**src/rtl/alu_sequencer.sv**
```systemverilog
// Sequencer owning the accumulator and flags in front of a combinational ALU;
// also runs a shift-and-add multiply. Optional macro: ALU_SEQ_EARLY_EXIT_EN.
module alu_sequencer #(
   parameter int MUL_STEPS = 8
) (
   input  logic       clk,
   input  logic       reset,
   input  logic       req_valid,
   output logic       req_ready,
   input  logic [1:0] req_kind,
   input  logic [3:0] req_cmd,
   input  logic [7:0] req_opr,
   input  logic       req_use_c,
   output logic [3:0] alu_cmd,
   output logic [7:0] alu_acc,
   output logic [7:0] alu_opr,
   output logic       alu_cin,
   output logic       alu_ld_immed,
   input  logic [7:0] alu_result,
   input  logic       alu_cout,
   output logic [7:0] acc,
   output logic       carry_flag,
   output logic       zero_flag,
   output logic       pari_flag,
   output logic       busy,
   output logic       done
);

   localparam logic [2:0] S_IDLE    = 3'd0;
   localparam logic [2:0] S_EXEC    = 3'd1;
   localparam logic [2:0] S_MUL_ADD = 3'd2;
   localparam logic [2:0] S_MUL_SHF = 3'd3;
   localparam logic [2:0] S_MUL_WB  = 3'd4;

   localparam logic [1:0] K_ALU = 2'b00;
   localparam logic [1:0] K_LDI = 2'b01;
   localparam logic [1:0] K_MUL = 2'b10;
   localparam logic [1:0] K_CLR = 2'b11;

   localparam logic [3:0] LAST_COUNT = 4'(MUL_STEPS - 1);

   logic [2:0] state;
   logic [1:0] kind;
   logic [3:0] cmd;
   logic [7:0] opr;
   logic       use_c;
   logic [7:0] prod;
   logic [7:0] mcand;
   logic [7:0] mult;
   logic [3:0] count;
   logic       last_step;

   function automatic logic parity8(input logic [7:0] v);
      return ^v;
   endfunction

   function automatic logic is_zero8(input logic [7:0] v);
      return (v == 8'h00);
   endfunction

   function automatic logic writes_carry(input logic [3:0] c);
      return (c == 4'b0000) || (c == 4'b1100) || (c == 4'b1101);
   endfunction

   assign busy      = (state != S_IDLE);
   assign req_ready = !busy;

`ifdef ALU_SEQ_EARLY_EXIT_EN
   // Stop as soon as no multiplier bits remain after this shift.
   assign last_step = (count == LAST_COUNT) || (mult[7:1] == 7'd0);
`else
   assign last_step = (count == LAST_COUNT);
`endif

   always_comb begin
      alu_cmd      = 4'b1111;
      alu_acc      = acc;
      alu_opr      = 8'h00;
      alu_cin      = 1'b0;
      alu_ld_immed = 1'b0;
      case (state)
         S_EXEC: begin
            if (kind == K_ALU) begin
               alu_cmd = cmd;
               alu_opr = opr;
               alu_cin = use_c & carry_flag;
            end else if (kind == K_LDI) begin
               alu_ld_immed = 1'b1;
               alu_opr      = opr;
            end else begin
               alu_cmd = 4'b1111;
            end
         end
         S_MUL_ADD: begin
            alu_cmd = 4'b1100;
            alu_acc = prod;
            alu_opr = mcand;
         end
         S_MUL_SHF: begin
            alu_cmd = 4'b0000;
            alu_acc = mcand;
         end
         default: begin
            alu_cmd = 4'b1111;
         end
      endcase
   end

   always_ff @(posedge clk) begin
      if (reset) begin
         state      <= S_IDLE;
         kind       <= 2'b00;
         cmd        <= 4'b0000;
         opr        <= 8'h00;
         use_c      <= 1'b0;
         prod       <= 8'h00;
         mcand      <= 8'h00;
         mult       <= 8'h00;
         count      <= 4'd0;
         acc        <= 8'h00;
         carry_flag <= 1'b0;
         zero_flag  <= 1'b0;
         pari_flag  <= 1'b0;
         done       <= 1'b0;
      end else begin
         done <= 1'b0;
         case (state)
            S_IDLE: begin
               if (req_valid) begin
                  kind  <= req_kind;
                  cmd   <= req_cmd;
                  opr   <= req_opr;
                  use_c <= req_use_c;
                  if (req_kind == K_MUL) begin
                     prod  <= 8'h00;
                     mcand <= acc;
                     mult  <= req_opr;
                     count <= 4'd0;
                     state <= S_MUL_ADD;
                  end else begin
                     state <= S_EXEC;
                  end
               end
            end
            S_EXEC: begin
               state <= S_IDLE;
               done  <= 1'b1;
               case (kind)
                  K_ALU: begin
                     // Command 1111 is a no-op on the architectural state.
                     if (cmd != 4'b1111) begin
                        acc       <= alu_result;
                        zero_flag <= is_zero8(alu_result);
                        pari_flag <= parity8(alu_result);
                        if (writes_carry(cmd)) begin
                           carry_flag <= alu_cout;
                        end
                     end
                  end
                  K_LDI: begin
                     acc       <= alu_result;
                     zero_flag <= is_zero8(alu_result);
                     pari_flag <= parity8(alu_result);
                  end
                  K_CLR: begin
                     acc        <= 8'h00;
                     carry_flag <= 1'b0;
                     zero_flag  <= 1'b1;
                     pari_flag  <= 1'b0;
                  end
                  default: begin
                     acc <= acc;
                  end
               endcase
            end
            S_MUL_ADD: begin
               if (mult[0]) begin
                  prod <= alu_result;
               end
               state <= S_MUL_SHF;
            end
            S_MUL_SHF: begin
               mcand <= alu_result;
               mult  <= mult >> 1;
               count <= count + 4'd1;
               state <= last_step ? S_MUL_WB : S_MUL_ADD;
            end
            S_MUL_WB: begin
               acc        <= prod;
               carry_flag <= 1'b0;
               zero_flag  <= is_zero8(prod);
               pari_flag  <= parity8(prod);
               done       <= 1'b1;
               state      <= S_IDLE;
            end
            default: begin
               state <= S_IDLE;
            end
         endcase
      end
   end

endmodule
```
**config.mk**
```make
export PLATFORM = sky130hd
export DESIGN_NAME = alu_sequencer
export DESIGN_NICKNAME = d
export VERILOG_FILES = /design/src/rtl/alu_sequencer.sv
export SDC_FILE = /design/constraint.sdc
export NUM_CORES = 1
export LEC_CHECK = 0
export BUFFER_PORTS_ARGS = -buffer_cell sky130_fd_sc_hd__buf_2
export CAP_MARGIN = 20
export CORE_ASPECT_RATIO = 0.7
export CORE_MARGIN = 1.5
export CORE_UTILIZATION = 45
export DETAILED_ROUTE_END_ITERATION = 10
export GPL_ROUTABILITY_DRIVEN = 0
export GPL_TIMING_DRIVEN = 0
export PLACE_DENSITY = 0.71
export SLEW_MARGIN = 0
export SYNTH_ARGS = -nofsm -noshare
export SYNTH_HDL_FRONTEND = slang
export SYNTH_SLANG_ARGS = --single-unit
export TNS_END_PERCENT = 10
```
**constraint.sdc**
```tcl
create_clock -name clk -period 2.55 [get_ports clk]
set_input_delay 0.51 -clock clk [delete_from_list [all_inputs] [get_ports clk]]
set_output_delay 0.51 -clock clk [all_outputs]
set_load 0.02 [all_outputs]
```
== Word level (Yosys, flattened, before mapping) ==
Index checks and enable logic that the tools add are counted.
Word-level totals
  bits in registers: 58
  input port bits: 27
  output and inout bits: 36
Cells by class
  add/sub/neg operators: 1
  equal/unequal tests: 18
  multiplexer cells: 42
  bitwise logic cells: 1
  reduce and logical (&&, ||, !) cells: 20
Operators by type and width (count)
  case mux 8 bit (2 select lines): 6
  2-to-1 mux 8 bit: 10
  case mux 8 bit (3 select lines): 1
  zero test 8 bit: 2
  parity 8 bit: 2
  2-to-1 mux 4 bit: 3
  case mux 4 bit (3 select lines): 1
  2-to-1 mux 1 bit: 10
  != test 3 bit, second input constant: 3
  case mux 3 bit (3 select lines): 1
  equality test 4 bit, second input constant: 2
  != test 4 bit, second input constant: 2
  case mux 1 bit (2 select lines): 4
  case mux 4 bit (2 select lines): 1
  AND reduction 4 bit: 2
  equality test 3 x 2 -> 1 bit, second input constant: 2
  2-to-1 mux 3 bit: 2
  != test 2 bit, second input constant: 3
  case mux 1 bit (3 select lines): 2
  AND reduction 3 bit: 2
  nonzero test 2 bit: 3
  adder 4 x 1 -> 4 bit, second input constant: 1
  equality test 2 bit, second input constant: 2
  equality test 4 x 3 -> 1 bit, second input constant: 1
  13 further kinds: 14

== Longest topological paths before layout ==
Gate-level depths: netlist of run 1.
  depth in word-level cells: 7
  depth in mapped cells: 7
  mapped depth without buffers: 6

== Least setup slack after synthesis of run 1 ==
OpenSTA, ideal clock, no wires.
  path kind: register to output
  start point: register state[1]
  end point: output alu_acc[2]
  arrival: 1593 ps
  slack: 447 ps
  cell stages (with the launch flop): 5
  buffers on the path: 2
  cell sequence: dfxtp_1 -> clkbuf_1 -> nand2b_1 -> clkbuf_1 -> o21ai_0
On the way
  word-level cells in the longest chain between the ends: 2
  elaborated cells on any way between the ends: 3
  those cells by class: eq/ne: 2; mux: 1
Ends and longest elaborated chain
  from (decl): line 42  | logic [2:0] state;
  from (signal assigned): line 186  | state <= last_step ? S_MUL_WB : S_MUL_ADD;
  equality test 3 x 2 -> 1 bit: line 81  | case (state)
  case mux 8 bit (2 select lines) (*): line 81
  to (decl): line 15  | output logic [7:0] alu_acc,
Mark *: on every way between the ends. The rest lies on a longest branch, timed or not.

== Final worst setup path of run 1 ==
  start point: register state[0]
  end point: output alu_opr[7]
On the way
  word-level cells in the longest chain between the ends: 2
  elaborated cells on any way between the ends: 3
  those cells by class: eq/ne: 2; mux: 1
Ends and longest elaborated chain
  equality test 3 x 2 -> 1 bit or equality test 3 x 1 -> 1 bit (tied branches): line 81
  case mux 8 bit (2 select lines) (*): line 81
  to (decl): line 16  | output logic [7:0] alu_opr,
Marked as above.

==> run metrics, run 1 <==
top cells by area, synth=dfxtp_1 (38%), nand2_1 (7.4%), a21oi_1 (7.3%); dominant cell by count in the synthesized netlist=nand2_1; mean area per synthesized cell=8.25 sq um; buffer cell driving the clock tree root=clkbuf_8; leading area contributor after synthesis=dfxtp_1; EDFF count, synth=0; vias in the first global route=about 2700; Iteration-0 DRC Markers=around 240; Slew Limit Fails=0; wire length of the first global-routing pass=14100 microns; #FFs+latches synth=58; Clock H-tree levels=3; maximum VDD drop=between 0.0003 and 0.0004 V; routed vias/inst=~5.5; worst setup path category=register to primary output; synthesis warning total=0; actual slew at the worst max-slew pin=~740 ps; largest family of logic cells by synthesized area=simple AND/OR/NAND/NOR gates; count of input and output buffers=62; worst-case clock buffer depth=2; total setup violations reported at the end of the flow=0; distinct cell type count after synthesis=45; Inserted Clock Buffers=9; number of detailed-routing iterations run before antenna repair=5; post-layout total power=0.00249 W; sequential fraction of the synthesis area=37.5%; largest net degree at the start of global routing=11; startpoint types=register; TritonCTS Sinks=58; Fin Clk Skew=roughly 5.6 ps; starting density of the core=46.2%; netlist area before placement=between 3000 and 4000 sq um; most frequent cells after synthesis=nand2_1 (61), dfxtp_1 (58), a21oi_1 (45); number of cell rows=25; Max Clk Rate=416 MHz; portion of total power attributed to sequential cells=between 40% and 50%; adder and majority cell fraction of the synthesized area=slightly below 5%; RSZ-0062 raised after global routing=no; Leak Pwr=~1.6 nW; ratio of final minimum period to clock period=a little over nine tenths; async set or reset register ratio after synthesis=0%; number of violations of the max-capacitance limit=0; endpoint kind of the worst setup timing path=primary output; maximum fanout along the worst path=10; final critical delay including setup and external delays=2400 ps; Power Dens Cells=~660 nW/um^2; total negative slack=0 ps; power dissipated by switching net loads=~0.00075 W; share of the synthesized area in the top cell type=37.5%; Post-Place Cells=531; Die Span Y=between 70 and 80 microns; worst path arrival time=between 1500 and 2000 ps; final layout net count=~500; post-detailed-route DRC marker count=0; area fraction in compound gates after synthesis=around a fifth; Min Hold Slack=400 ps; Overall Global Routing Usage=between 20% and 30%; layout overhead on the synthesized area=21.5%; Floorplan Core Area=about 6700 sq um; total nets after synthesis=414; number of hold violations in the final report=0; count of fill cells added during filler insertion=roughly 670; non-filler instance count after layout=approximately 550; Primary FF master, synth=dfxtp_1; sum of routed wire length over all layers=just under 9000 microns; number of antenna violations at the first check in global routing=0; worst path required time=2040 ps; diode insertion count for antenna repair=0; via count of the routed design=just over 3000; share of the core filled with cells in the final layout=a little under three fifths; Post-CTS Setup Repair Bufs=0; Comb power frac=between 20% and 30%; internal power=around 0.0017 W; CTS tree=yes; run status=finished, final reports clean; worst hold path class=input pin to register; DP HPWL=about 6700 microns; area occupied by multi-input gates=approximately 1700 sq um; register cell area after layout=1160 sq um; WL/cell=16.2 microns; normalized max-slew margin=roughly half; die footprint=around 7400 sq um; overall overflow remaining after global route=0; synthesized instance count=around 380; clock latency on the worst-skew pair=between 300 and 400 ps; boundary pin count=63; antenna viol nets, final=0; switching portion of total power=~30%; Reg clk slew, reported paths=around 70 ps; post-synthesis simple-gate area fraction=between 20% and 30%; mux share of post-synthesis cell area=~3.8%; fraction of synthesized cell area in xor and xnor cells=approximately 2.3%; share of final-layout standard cells stronger than drive strength 1=between 20% and 30%; die boundary width=102 microns; clock network fraction of design power=approximately two fifths
per-layer routing:
metal | track usage, % | part of all wire, % | vias to the layer above
met3 | 8.57 | 9.1 | 9
met4 | 4.41 | 0.70 | 0
met5 | 0 | 0 | -
li1 | - | - | 1467
met2 | 34.1 | 40 | 128
met1 | 38.3 | 50 | 1415
power groups by stage:
stage,logic [W],clock network [W],registers (W)
finish,0.000505,0.000955,0.00103
global route,0.000559,0.00101,0.00103
detailed placement,0.000498,0,0.00104
CTS,0.000502,0.000962,0.00102
global placement,0.000490,0,0.00104
floorplan,0.000330,0,0.00105
per-stage QoR:
step / area (sq um) / setup WS (ps)
final: 3760 / 148
after floorplan: 3100 / 447
after global routing: 3760 / 12.1
after global placement: 3520 / 290
after CTS: 3750 / 28.7
after detailed placement: 3520 / 261
flip-flops by register name, indices dropped and copies added (netlist names):
name and flops:
acc 8, mcand 8, mult 8, opr 8
prod 8, cmd 4, count 4, state 3
kind 2, carry_flag 1, done 1, pari_flag 1
use_c 1, zero_flag 1
layout make-up:
type / count / share of cell area (%)
multi-input combinational: 271 / 46.2
buffer: 26 / 3.66
clock inverter: 5 / 2.06
inverter: 20 / 2.00
timing repair buffer: 62 / 8.25
clock buffer: 11 / 3.76
sequential: 58 / 30.9
tap: 94 / 3.13
cells in the final DEF (no fill, tap or decap), types with 3 or more instances in the layout:
master,Yosys,final
buf_2,6,68
nand2_1,61,61
dfxtp_1,58,57
a21oi_1,45,45
nor2_1,28,28
inv_1,20,20
clkbuf_1,15,13
ha_1,12,12
o21ai_0,11,11
or3_1,11,11
nand3_1,10,10
clkbuf_8,0,10
mux2i_1,9,9
a22o_1,8,8
a311oi_1,8,8
o221a_2,8,8
nor4_2,7,7
nor3_1,5,5
nor2b_1,4,4
xor2_1,4,4
xnor2_1,4,4
and2_1,3,3
nand4_1,3,3
buf_4,3,3
final timing paths:
kind	from	to	slack (ps)	cells past startpoint
setup reg to reg	kind[0]	acc[3]	490	7
hold reg to reg	use_c	use_c	460	2
hold / removal	req_cmd[0]	cmd[0]	400	3
setup / recovery	state[0]	alu_opr[7]	150	5
worst max-delay path, cell delays in order (launching register included):
cell and delay (ps):
dfxtp_1 350, buf_6 170, nor3b_4 350, o21a_2 320, a22o_1 190, buf_2 170
cells by family after synthesis:
| group | Yosys count |
|---|---|
| simple gates | 147 |
| compound gates | 93 |
| flops | 58 |
| buf+inv | 46 |
| fa+ha+maj | 12 |
| mux | 11 |
| xor+xnor | 8 |
timing repair:
item | 4_1_cts | 5_1_grt
resized for setup | 3 | 7
hold buffers | 0 | 0
setup endpoints to repair | 11 | 17
No activity file was read; power rests on OpenSTA's default activity.
==> run 2, diff against run 1 <==
Settings changed: SETUP_SLACK_MARGIN set to 0.15.
==> run 2 against run 1 <==
  * Via count is 0.60% lower
  * Largest power group unchanged
  * Critical path type unchanged
  * Die area did not move
  * Highest routed layer unchanged
  * Final cell count grew 0.18%
  * Hold slack improved by 5.4 ps
  * Global-route usage stayed put
  * Non-clock buffer count up 1
  * Sequential share of layout area is 0.11 points lower
==> run metrics, run 2 (synthesis results as in run 1) <==
TritonCTS Sinks=58; DP HPWL=roughly 6700 microns; Max Clk Rate=about 440 MHz; layout overhead on the synthesized area=22.0%; Die Span Y=72.4 microns; boundary pin count=between 60 and 70; worst-case clock buffer depth=2; Most Used Layer, Global Route=met1; total setup violations reported at the end of the flow=0; normalized max-slew margin=between 50% and 60%; Fin Clk Skew=just over 8 ps; maximum fanout along the worst path=10; worst path arrival time=between 1500 and 2000 ps; sum of routed wire length over all layers=between 8000 and 9000 microns; die footprint=about 7400 sq um; Leak Pwr=1.58 nW; buffer cell driving the clock tree root=clkbuf_8; number of hold violations in the final report=0; highest-count cells in the layout ignoring fill and taps=buf_2 (67), nand2_1 (61), dfxtp_1 (56); total negative slack=0 ps; met2 track demand over resource=34.2%; final layout net count=between 400 and 500; antenna viol nets, final=0; routed vias/inst=around 5.5; RSZ-0062 raised after global routing=yes; via count of the routed design=about 3000; worst hold path class=input pin to register; met3 routing resource usage after global routing=around 8.6%; share of final-layout standard cells stronger than drive strength 1=about a quarter; Slew Limit Fails=0; reg-to-reg setup timing slack=approximately 500 ps; wire length of the first global-routing pass=~14000 microns; post-detailed-route DRC marker count=0; diode insertion count for antenna repair=0; Iteration-0 DRC Markers=~260; clock latency on the worst-skew pair=~340 ps; actual slew at the worst max-slew pin=between 700 and 800 ps; dominant cell type by count on the critical path=clkbuf_4; crit-path cells=clkbuf_4 > nand2b_2 > clkbuf_4 > nand2_1 > o21ai_0 > buf_2; run status=finished, final reports clean; CTS tree=yes; worst setup path category=register to primary output; WL/cell=approximately 16 microns; number of detailed-routing iterations run before antenna repair=5; peak per-stage delay on the critical path=around 400 ps; startpoint types=register; number of antenna violations at the first check in global routing=0; share of the core filled with cells in the final layout=a little under three fifths; worst path required time=a little over 2000 ps; Reg clk slew, reported paths=around 70 ps; most common cell after layout, fill and taps aside=buf_2; starting density of the core=between 40% and 50%; die boundary width=about 100 microns; slowest CP cell=dfxtp_2; routing usage on met1=38.4%; Overall Global Routing Usage=around a quarter; number of violations of the max-capacitance limit=0; endpoint kind of the worst setup timing path=primary output; final critical delay including setup and external delays=between 2000 and 2500 ps; Floorplan Core Area=approximately 6700 sq um; Post-CTS Hold Fix Bufs=0; maximum VDD drop=about 0.00032 V; Power Dens Cells=around 660 nW/um^2; largest net degree at the start of global routing=11; Inserted Clock Buffers=9; Clock H-tree levels=3; buffers plus inverters on the worst setup path=3; number of cell rows=25; vias in the first global route=2709; ratio of final minimum period to clock period=a little under 90%; count of input and output buffers=62; overall overflow remaining after global route=0; Top Family by Delay on Critical Path=buffers and inverters
==> run 2: worst paths after layout <==
kind | from | end | depth (start not counted)
worst max-delay path | state[2] | alu_acc[6] | 6
worst min-delay path | req_use_c | use_c | 3
worst max register to register | kind[0] | acc[3] | 7
worst min register to register | use_c | use_c | 2
==> run 2: layer usage <==
metal  vias up  share of wire, %  routed length, microns
li1       1466                 -                       -
met1      1395                50                    4380
met2       134                41                    3560
met3         6               9.2                     813
met4         0              0.48                      42
met5         -                 0                       0
==> run 2: where the power goes <==
part           switching (W)  internal [W]  total (W)
logic               0.000307      0.000202   0.000510
registers          0.0000574      0.000970    0.00103
clock network       0.000381      0.000574   0.000954
==> run 2: final cells by class <==
| type | instances | area (sq um) |
|---|---|---|
| Fill cell | 661 | 2920 |
| Multi-Input combinational cell | 271 | 1740 |
| Tap cell | 94 | 118 |
| Timing Repair Buffer | 63 | 318 |
| Inverter | 20 | 75.1 |
| Buffer | 26 | 140 |
| Clock inverter | 5 | 77.6 |
| Clock buffer | 11 | 141 |
| Sequential cell | 58 | 1160 |
==> run 2: timing repair <==
item,CTS,global route
endpoints found under the setup margin,19,16
setup buffers,0,1
gates resized for setup,6,6
==> run 2: metrics by stage <==
stage / total power [W] / instance area, sq um / hold slack, ps / cells / setup WS [ps]
floorplan: 0.00138 / 3100 / 432 / 375 / 447
finish: 0.00249 / 3780 / 406 / 548 / 271
detailed placement: 0.00154 / 3520 / 450 / 531 / 261
CTS: 0.00249 / 3760 / 396 / 547 / 103
global placement: 0.00153 / 3520 / 443 / 531 / 290
global route: 0.00261 / 3780 / 403 / 548 / 123
==> run 2: worst min-delay path: stages <==
cell,delay (ps)
buf_2,90
nand2_1,40
a21oi_1,50
==> run 3, diff against run 2 <==
Settings changed: CORE_UTILIZATION 45 to 30, PLACE_DENSITY 0.71 to 0.53.
==> run 3 against run 2 <==
  * Largest power group is now clock
  * Critical path depth stayed put
  * Sequential power hardly changed
  * Worst setup slack worse by 49 ps
  * Fmax is 2.1% lower
  * Sequential share of layout area is 1.0 points lower
  * First-iteration DRC count is 41% lower
  * Combinational power is 2% higher
  * Via count is 1.5% lower
  * Hold slack better by 18 ps
  * Die area is 48% higher
  * Global-route usage is 6.4 points lower
  * Register-to-register slack hardly changed
==> run metrics, run 3 (synthesis results as in run 1) <==
run status=finished, final reports clean; Power Dens Cells=roughly 700 nW/um^2; ratio of final minimum period to clock period=about nine tenths; boundary pin count=63; met3 routing resource usage after global routing=approximately 6%; post-detailed-route DRC marker count=0; area occupied by multi-input gates=between 1500 and 2000 sq um; starting density of the core=31.4%; die footprint=between 10000 and 15000 sq um; met2 track demand over resource=approximately 26%; number of detailed-routing iterations run before antenna repair=4; share of final-layout standard cells stronger than drive strength 1=a little over a quarter; diode insertion count for antenna repair=0; Floorplan Core Area=9870 sq um; total negative slack=0 ps; number of hold violations in the final report=0; maximum fanout along the worst path=10; final layout net count=slightly below 500; largest net degree at the start of global routing=11; non-filler instance count after layout=just under 600; count of input and output buffers=62; Max Clk Rate=about 430 MHz; Fin Clk Skew=slightly below 5 ps; register cell area after layout=1160 sq um; Clock H-tree levels=3; most common cell after layout, fill and taps aside=buf_2; clock latency on the worst-skew pair=330 ps; worst setup path category=register to primary output; die boundary width=around 120 microns; CTS tree=yes; maximum VDD drop=roughly 0.00036 V; worst path required time=~2000 ps; layout overhead on the synthesized area=26.2%; RSZ-0062 raised after global routing=yes; sum of routed wire length over all layers=a little under 10000 microns; placed cell area=approximately 3600 sq um; number of violations of the max-capacitance limit=0; Slew Limit Fails=0; via count of the routed design=a little under 3000; routing usage on met1=between 20% and 30%; total setup violations reported at the end of the flow=0; Leak Pwr=approximately 1.6 nW; TritonCTS Sinks=slightly below 60; DP HPWL=7410 microns; startpoint types=register; count of fill cells added during filler insertion=1024; Overall Global Routing Usage=a little under a fifth; worst-case clock buffer depth=2; number of antenna violations at the first check in global routing=0; normalized max-slew margin=roughly 46%; worst path arrival time=1820 ps; actual slew at the worst max-slew pin=roughly 800 ps; antenna viol nets, final=0; endpoint kind of the worst setup timing path=primary output; Reg clk slew, reported paths=approximately 50 ps; highest-count cells in the layout ignoring fill and taps=buf_2 (67), nand2_1 (61), dfxtp_1 (56); overall overflow remaining after global route=0; Inserted Clock Buffers=9; final critical delay including setup and external delays=between 2000 and 2500 ps; worst hold path class=input pin to register; number of cell rows=30; Die Span Y=about 90 microns; Most Used Layer, Global Route=met1; final cell area excluding filler cells=about 4000 sq um; buffer cell driving the clock tree root=clkbuf_16; routed vias/inst=5.08; Iteration-0 DRC Markers=between 150 and 200; WL/cell=approximately 17 microns; wire length of the first global-routing pass=between 15000 and 20000 microns; Post-Place Cells=around 570; vias in the first global route=approximately 2800
run 3: power breakdown:
group	total [W]	switching, W	internal, W	leakage (nW)
registers	0.00103	0.0000587	0.000972	0.474
clock network	0.00120	0.000409	0.000788	0.152
logic	0.000520	0.000318	0.000202	0.998
run 3: metal layers:
metal,vias up,share of wire (%)
li1,1473,-
met5,-,0
met1,1378,49
met4,0,0.41
met3,4,9.9
met2,102,40
run 3: area by class of cell:
| type | instances | share of cell area (%) |
|---|---|---|
| multi-input combinational | 271 | 44.8 |
| sequential | 58 | 29.8 |
| tap | 128 | 4.10 |
| inverter | 20 | 1.92 |
| clock inverter | 1 | 0.128 |
| timing repair buffer | 63 | 8.13 |
| buffer | 26 | 3.52 |
| clock buffer | 15 | 7.62 |
run 3: repair_timing:
item | 4_1_cts | 5_1_grt
setup buffers | 0 | 1
hold buffers | 0 | 0
resized for setup | 10 | 1
setup endpoints to repair | 19 | 10
run 3: final timing paths:
check,start,to,slack (ps),depth (start not counted)
worst max-delay path,state[2],alu_acc[6],220,6
worst min-delay path,req_cmd[2],cmd[2],420,3
worst max register to register,state[0],acc[0],500,6
worst min register to register,opr[2],opr[2],460,2
run 3: worst max-delay path, stage by stage (launching register included):
cell and delay (ps):
dfxtp_2 390, buf_4 200, nand2b_2 220, clkbuf_2 240, nand2_1 70, o21ai_0 130
buf_2 230
run 3: per-stage QoR:
stage / setup slack [ps] / power (W) / hold WS, ps / utilization (%)
global placement: 265 / 0.00155 / 442 / 36.1
global route: 118 / 0.00288 / 423 / 39.6
floorplan: 447 / 0.00138 / 432 / -
CTS: 122 / 0.00277 / 409 / 39.5
detailed placement: 216 / 0.00156 / 452 / 36.1
finish: 222 / 0.00275 / 424 / 39.6
